## src/rtl/mire_writer.sv

```systemverilog
// mire_writer -- Wishbone classic write master that paints a scrolling
// colour-bar / grid test pattern into the SDRAM framebuffer, one 32-bit word
// per pixel. The framebuffer is read by the VGA frame reader, so writes go out
// in bounded bursts separated by idle gaps to leave it bus bandwidth.
//
// Frame layout: pixel (x,y) lives at byte address 4*(y*HDISP+x), RGB in 23:0.
//
// Ports:
//   clk         system / Wishbone clock
//   rst_n       asynchronous active-low reset
//   enable      level; 1 keeps frames coming, 0 stops at the next burst boundary
//   cyc, stb    Wishbone cycle / strobe (always equal)
//   we, sel     constant 1 / 4'b1111
//   cti, bte    constant 0 (classic cycles)
//   adr         byte address of the pixel being written
//   dat_ms      write data {8'h00, R, G, B} for the pixel at adr
//   ack         Wishbone acknowledge, one word committed per ack
//   frame_done  one-cycle pulse after the last pixel of a frame is acked
//   frame_cnt   completed frames, wraps modulo 256
module mire_writer #(
    parameter int HDISP       = 800,
    parameter int VDISP       = 480,
    parameter int GRID        = 16,
    parameter int BURST       = 64,
    parameter int PAUSE       = 64,
    parameter int SCROLL_STEP = 4
) (
    input  logic        clk,
    input  logic        rst_n,
    input  logic        enable,
    output logic        cyc,
    output logic        stb,
    output logic        we,
    output logic [3:0]  sel,
    output logic [2:0]  cti,
    output logic [1:0]  bte,
    output logic [31:0] adr,
    output logic [31:0] dat_ms,
    input  logic        ack,
    output logic        frame_done,
    output logic [7:0]  frame_cnt
);

    localparam int X_W  = $clog2(HDISP);
    localparam int Y_W  = $clog2(VDISP);
    localparam int BC_W = $clog2(BURST + 1);
    localparam int PC_W = $clog2(PAUSE + 1);

    localparam logic [X_W-1:0]  X_LAST   = X_W'(HDISP - 1);
    localparam logic [Y_W-1:0]  Y_LAST   = Y_W'(VDISP - 1);
    localparam logic [X_W:0]    HD_EXT   = (X_W + 1)'(HDISP);
    localparam logic [X_W:0]    STEP_EXT = (X_W + 1)'(SCROLL_STEP);
    localparam logic [BC_W-1:0] BC_LAST  = BC_W'(BURST - 1);
    localparam logic [PC_W-1:0] PC_LAST  = PC_W'(PAUSE - 1);

    // Pixel (0,0) always sits on a grid line, whatever the scroll.
    localparam logic [31:0] PIX_ORIGIN = 32'h00FF_FFFF;

    typedef enum logic [1:0] {
        ST_IDLE,
        ST_WRITE,
        ST_PAUSE
    } state_t;

    state_t          state;
    logic [X_W-1:0]  x;
    logic [Y_W-1:0]  y;
    logic [X_W-1:0]  scroll;
    logic [BC_W-1:0] burst_cnt;
    logic [PC_W-1:0] pause_cnt;

    logic [X_W-1:0]  x_nxt;
    logic [Y_W-1:0]  y_nxt;
    logic [X_W-1:0]  scroll_nxt;
    logic [31:0]     adr_nxt;
    logic [X_W:0]    scroll_sum;
    logic            ack_ok;
    logic            frame_last;

    // Test pattern for one pixel. Arithmetic is done in 32-bit int so the
    // xs*8 product cannot overflow for any sensible HDISP.
    function automatic logic [31:0] pattern(input logic [X_W-1:0] px,
                                            input logic [Y_W-1:0] py,
                                            input logic [X_W-1:0] sc);
        int         xs;
        logic [2:0] bar;
        if ((int'(px) % GRID) == 0 || (int'(py) % GRID) == 0) begin
            pattern = 32'h00FF_FFFF;
        end else begin
            xs = int'(px) + int'(sc);
            if (xs >= HDISP) xs = xs - HDISP;
            bar = 3'((xs * 8) / HDISP);
            pattern = {8'h00, {8{bar[2]}}, {8{bar[1]}}, {8{bar[0]}}};
        end
    endfunction

    assign stb = cyc;
    assign we  = 1'b1;
    assign sel = 4'b1111;
    assign cti = 3'b000;
    assign bte = 2'b00;

    // Acks outside WRITE (cyc low) are ignored.
    assign ack_ok     = (state == ST_WRITE) && ack;
    assign frame_last = ack_ok && (x == X_LAST) && (y == Y_LAST);
    assign scroll_sum = {1'b0, scroll} + STEP_EXT;

    // Next pixel position. dat_ms is registered from these next-state values
    // so that it always describes the pixel at the registered adr.
    always_comb begin
        x_nxt      = x;
        y_nxt      = y;
        scroll_nxt = scroll;
        adr_nxt    = adr;
        if (ack_ok) begin
            if (x == X_LAST) begin
                x_nxt = '0;
                y_nxt = (y == Y_LAST) ? '0 : y + 1'b1;
            end else begin
                x_nxt = x + 1'b1;
            end
            adr_nxt = frame_last ? 32'd0 : adr + 32'd4;
            if (frame_last) begin
                scroll_nxt = (scroll_sum >= HD_EXT) ? X_W'(scroll_sum - HD_EXT)
                                                    : scroll_sum[X_W-1:0];
            end
        end
    end

    // Registered position, data and bus control
    always_ff @(posedge clk or negedge rst_n) begin
        if (!rst_n) begin
            state      <= ST_IDLE;
            cyc        <= 1'b0;
            x          <= '0;
            y          <= '0;
            scroll     <= '0;
            adr        <= 32'd0;
            dat_ms     <= PIX_ORIGIN;
            burst_cnt  <= '0;
            pause_cnt  <= '0;
            frame_done <= 1'b0;
            frame_cnt  <= 8'd0;
        end else begin
            x          <= x_nxt;
            y          <= y_nxt;
            scroll     <= scroll_nxt;
            adr        <= adr_nxt;
            dat_ms     <= pattern(x_nxt, y_nxt, scroll_nxt);
            frame_done <= 1'b0;

            case (state)
                ST_IDLE: begin
                    if (enable) begin
                        state     <= ST_WRITE;
                        cyc       <= 1'b1;
                        burst_cnt <= '0;
                    end
                end

                ST_WRITE: begin
                    if (ack) begin
                        if (frame_last) begin
                            frame_cnt  <= frame_cnt + 8'd1;
                            frame_done <= 1'b1;
                        end
                        // A frame end also closes the burst so the next frame
                        // starts with a full burst.
                        if (frame_last || burst_cnt == BC_LAST) begin
                            state     <= ST_PAUSE;
                            cyc       <= 1'b0;
                            burst_cnt <= '0;
                            pause_cnt <= '0;
                        end else begin
                            burst_cnt <= burst_cnt + 1'b1;
                        end
                    end
                end

                ST_PAUSE: begin
                    // enable is only honoured here, never mid-burst.
                    if (pause_cnt == PC_LAST) begin
                        pause_cnt <= '0;
                        if (enable) begin
                            state <= ST_WRITE;
                            cyc   <= 1'b1;
                        end else begin
                            state <= ST_IDLE;
                        end
                    end else begin
                        pause_cnt <= pause_cnt + 1'b1;
                    end
                end

                default: begin
                    state <= ST_IDLE;
                    cyc   <= 1'b0;
                end
            endcase
        end
    end

endmodule

```

## config.mk

```make
export PLATFORM = sky130hd
export DESIGN_NAME = mire_writer
export DESIGN_NICKNAME = d
export VERILOG_FILES = /design/src/rtl/mire_writer.sv
export SDC_FILE = /design/constraint.sdc
export NUM_CORES = 1
export LEC_CHECK = 0
export CORE_ASPECT_RATIO = 0.6
export CORE_MARGIN = 2
export CORE_UTILIZATION = 51
export CTS_BUF_LIST = sky130_fd_sc_hd__clkbuf_4 sky130_fd_sc_hd__clkbuf_8
export DETAILED_ROUTE_END_ITERATION = 6
export PLACE_DENSITY = 0.79
export SLEW_MARGIN = 20
export SYNTH_ARGS = -nofsm -noshare
export SYNTH_HDL_FRONTEND = slang
export SYNTH_SLANG_ARGS = --single-unit
```

## constraint.sdc

```tcl
create_clock -name clk -period 7.7 [get_ports clk]
set_clock_uncertainty 0.15 [all_clocks]
set_input_delay 1.925 -clock clk [delete_from_list [all_inputs] [get_ports clk]]
set_output_delay 1.925 -clock clk [all_outputs]
set_load 0.01 [all_outputs]
```

==> results by stage <==
Outcome:
- The flow ran to the end, and the final reports show no timing, DRC or antenna violations.

Placement:
- Including well taps, the total number of placed cells is 984.
- The final RePlAce weighted congestion is 0.9740.
- The count of port buffers added during placement is 68.
- Summed over all nets, the half-perimeter wirelength after detailed placement is 12.15 mm.

Drt:
- The count of nets left with antenna violations once routing finished came out at 0.
- The number of vias in the routed layout is 5772.
- The ratio of routed vias to standard cells is 5.738.
- Dividing the detail-routed wire length by the instance count gives 16.36 um.
- The post-route DRC violation count is 0.
- The post-detailed-routing wire length is 16.46 mm.
- The number of detailed-route iterations in the first pass is 5.
- The detailed router finished its first iteration with 572 violations.

Logic synthesis:
- The post-synthesis instance total is 697.
- The top flip-flop cell by instance count after synthesis is sky130_fd_sc_hd__dfrtp_1.
- In this run the mean area of a mapped cell was 8.766 sq um.
- The synthesis-stage register bit count is 86.
- After synthesis the cells add up to 0.006110 sq mm.
- Yosys attributes the largest share of cell area to sky130_fd_sc_hd__dfrtp_1 (34%), sky130_fd_sc_hd__xnor2_1 (5.7%), sky130_fd_sc_hd__buf_4 (5.3%).
- In the post-synthesis netlist, the cell with the most instances is sky130_fd_sc_hd__dfrtp_1.
- The share of the Yosys chip area taken by registers is 35.29%.
- The post-synthesis cell type count is 72.
- The post-synthesis async set-or-reset flop share is 100.0%.
- The area share of the largest cell type after synthesis is 34.00%.
- The commonest cells after synthesis are sky130_fd_sc_hd__dfrtp_1 (83), sky130_fd_sc_hd__nand2_1 (78), sky130_fd_sc_hd__nor2_1 (76).
- The cell taking the most area after synthesis is sky130_fd_sc_hd__dfrtp_1.
- The number of warnings reported in the yosys synthesis log is 0.
- The number of synthesized flops with an enable pin is 0.

Clock network:
- After clock tree synthesis, the clock-pin slew on the worst setup and hold paths is 0.08 ns.
- CTS built an H-tree with a depth of 3.
- Hold repair after CTS inserted 0 buffers.
- For this design, the sink count on the clock tree is 86.
- Clock tree synthesis inserted a total of 9 buffers.
- The CTS tree is yes.
- The library cell used as clock root buffer is sky130_fd_sc_hd__clkbuf_8.
- The clock network latency to the later pin of the worst-skew pair is 0.37 ns.
- No sink is reached through more buffers than the 2 on the longest clock path.

Die:
- The width of the chip is 145.3 um.
- The area of the core is 0.01149 sq mm.
- Row generation in the floorplan step produced 30 rows.
- The floorplan step defined a die boundary enclosing 0.01290 sq mm.
- The height of the die is 88.78 um.
- The number of I/O pins is 89.
- The starting density of the core is 53.19%.

GRT:
- The wire length of the first global-routing pass is 26.50 mm.
- The number of global-route vias before repair was 5338.
- Entering global routing, the biggest net connects 79 pins.
- The all-layer global routing usage is 25.43%.
- The number of antenna violations at the first check in global routing is 0.
- For this run the aggregate overflow at the end of global routing stands at 0.

Layout:
- The repair_antennas step left the layout with diodes totalling 0.
- Leaving out filler cells and counting taps, the final layout contains 1006.
- The share of final-layout standard cells stronger than drive strength 1 is 21.75%.
- The storage element area is 0.002158 sq mm.
- Compared with the post-synthesis result, the final layout area differs by 29.41%.
- For this run, the post-layout net count is 869.
- In the final layout, the multi-input gates occupy 0.003849 sq mm.
- The count of filler cells inserted in the layout is 841.

Worst hold path:
- The min-delay analysis places its worst path in the category reg2reg.

Timing:
- The period utilization is 96.38%.
- The smallest clock period supported by the final layout is computed as 7.421 ns.
- The slew at the pin closest to its max-slew limit is 0.9835 ns.
- Setup violations remaining at the end of the flow were counted as 0.
- The worst hold margin is 0.3299 ns.
- The worst max-slew margin expressed relative to the limit is 34.44%.
- The highest achievable clock rate is 0.1348 GHz.
- The number of failing hold endpoints at the final stage is 0.
- The total count of max-transition violations in the final report is 0.

Pwr:
- The clock share of power is 27.9%.
- The overall power is 1.134 mW.
- The analysis attributes to net switching a power of 0.3687 mW.
- The logic gate share of total power is 25.5%.
- The power share of the sequential group is 46.5%.
- The internal power is 0.7650 mW.
- Power spread over the standard cell area amounts to 143.4 mW/mm^2.
- The leakage dissipation is 3.595 nW.
- IR analysis of the VDD net gives a maximum drop of 0.1392 mV.
- The switching share of power is 32.52%.

Critical path:
- For the worst setup path, the data arrival time is 7.56 ns.
- In this run the worst path has a maximum fanout of 14.
- The worst path required time is 7.84 ns.
- The worst setup path is launched from an input pin.
- The cell with the largest stage delay on the worst path is sky130_fd_sc_hd__or3_4.
- The critical path contains buffers and inverters numbering 4 combined.
- The maximum cell stage delay along the critical path is 0.45 ns.
- The critical path start-end classification is in2reg.
- The worst setup path is captured at a flop.
- The cell family contributing the most delay on the critical path is simple AND/OR/NAND/NOR gates.

Flow run:
- The tool flagged a number of max-cap violations equal to 0.
-- power by group through the flow --
stage                     clock network, mW  logic, mW  registers, mW
after floorplan                           0      0.193          0.522
after global placement                    0      0.267          0.529
after detailed placement                  0      0.278          0.533
after CTS                             0.321      0.286          0.525
after global routing                  0.343      0.321          0.532
final                                 0.317      0.290          0.527
-- through the flow --
stage / util, % / setup TNS [ns] / worst slack (ns) / area (sq um)
6_report: 68.83 / 0 / 0.2791 / 7906
4_1_cts: 67.27 / 0 / 0.006523 / 7726
3_5_place_dp: 64.77 / -2.083 / -0.7476 / 7440
3_3_place_gp: 64.77 / -1.150 / -0.4357 / 7440
5_1_grt: 68.83 / -0.1544 / -0.08675 / 7906
2_1_floorplan: - / 0 / 0.007356 / 6220
-- layout by cell type (no fill, tap or decap), drive strengths merged, types with 5 or more instances in the layout --
cell type	instances
dfrtp	83
o21ai	47
clkdlybuf4s50	66
ha	22
nor2b	5
or3	6
nor4	6
buf	106
clkbuf	11
a211oi	5
mux2	5
conb	20
nand2	78
o211a	7
or2	6
a21o	5
and2	5
xor2	30
nand2b	12
nand3	31
mux2i	7
and3	26
inv	8
o211ai	11
a21oi	20
nand4	16
o21a	6
nor3	14
nor2	76
a31oi	6
xnor2	40
-- what timing repair did --
item                       4_1_cts  5_1_grt
hold endpoints to repair         0        0
setup buffers                    0        7
setup endpoints to repair        3        3
gates cloned                     0        0
gates resized for setup         19       24
pin swaps                       10       12
-- area by class of cell --
cell class	count	area share, %
tap	160	2.532
clock buffer	11	1.836
multi-input combinational	564	48.68
clock inverter	4	0.6014
sequential	86	27.30
timing repair buffer	173	18.67
inverter	8	0.3798
-- worst reg2reg max path: cells and delay by family (launching register included) --
family                     cells  cell delay (ns)
AOI/OAI and AO/OA             15             2.72
and+or+nand+nor                9             2.00
xor gates and xnor gates       4             0.76
adders and majority gates      3             0.76
DFF                            1             0.44
muxes                          1             0.30
buffers and inverters          1             0.15
-- layer usage --
layer | global-route usage (%) | routed length (um)
met4 | 6.595 | 237
met1 | 35.27 | 7809
met5 | 0 | 0
met3 | 5.619 | 1081
met2 | 41.02 | 7329
-- logic make-up (layout without fill, tap and decap cells) --
| group | after synthesis | in the layout | synth area share (%) |
|---|---|---|---|
| xor+xnor | 70 | 70 | 10.03 |
| flops | 86 | 86 | 35.29 |
| compound gates | 145 | 145 | 17.22 |
| fa+ha+maj | 23 | 23 | 4.833 |
| mux | 12 | 12 | 2.068 |
| simple gates | 294 | 294 | 23.74 |
| other cells | 2 | 20 | 0.1229 |
| buf+inv | 65 | 196 | 6.697 |
-- state kept, by name, summed over array words and instances, names as in the netlist --
signal / cells
frame_cnt: 8
x: 10
frame_done: 1
dat_ms: 3
scroll: 8
burst_cnt: 7
adr: 30
cyc: 1
pause_cnt: 7
y: 9
state: 2
-- path summary, 6_finish.rpt --
kind	endpoint	startpoint	depth (start not counted)	slack (ns)
setup / recovery	dat_ms[15]$_DFF_PN1_	ack	28	0.28
hold / removal	frame_cnt[7]$_DFFE_PN0P_	frame_cnt[7]$_DFFE_PN0P_	1	0.33
setup reg to reg	dat_ms[15]$_DFF_PN1_	scroll[4]$_DFF_PN0_	33	0.32
hold reg to reg	frame_cnt[7]$_DFFE_PN0P_	frame_cnt[7]$_DFFE_PN0P_	1	0.33
max in group asynchronous	scroll[4]$_DFF_PN0_	rst_n	2	4.96
min in group asynchronous	burst_cnt[1]$_DFFE_PN0P_	rst_n	1	1.21
No activity file was read; power rests on OpenSTA's default activity.
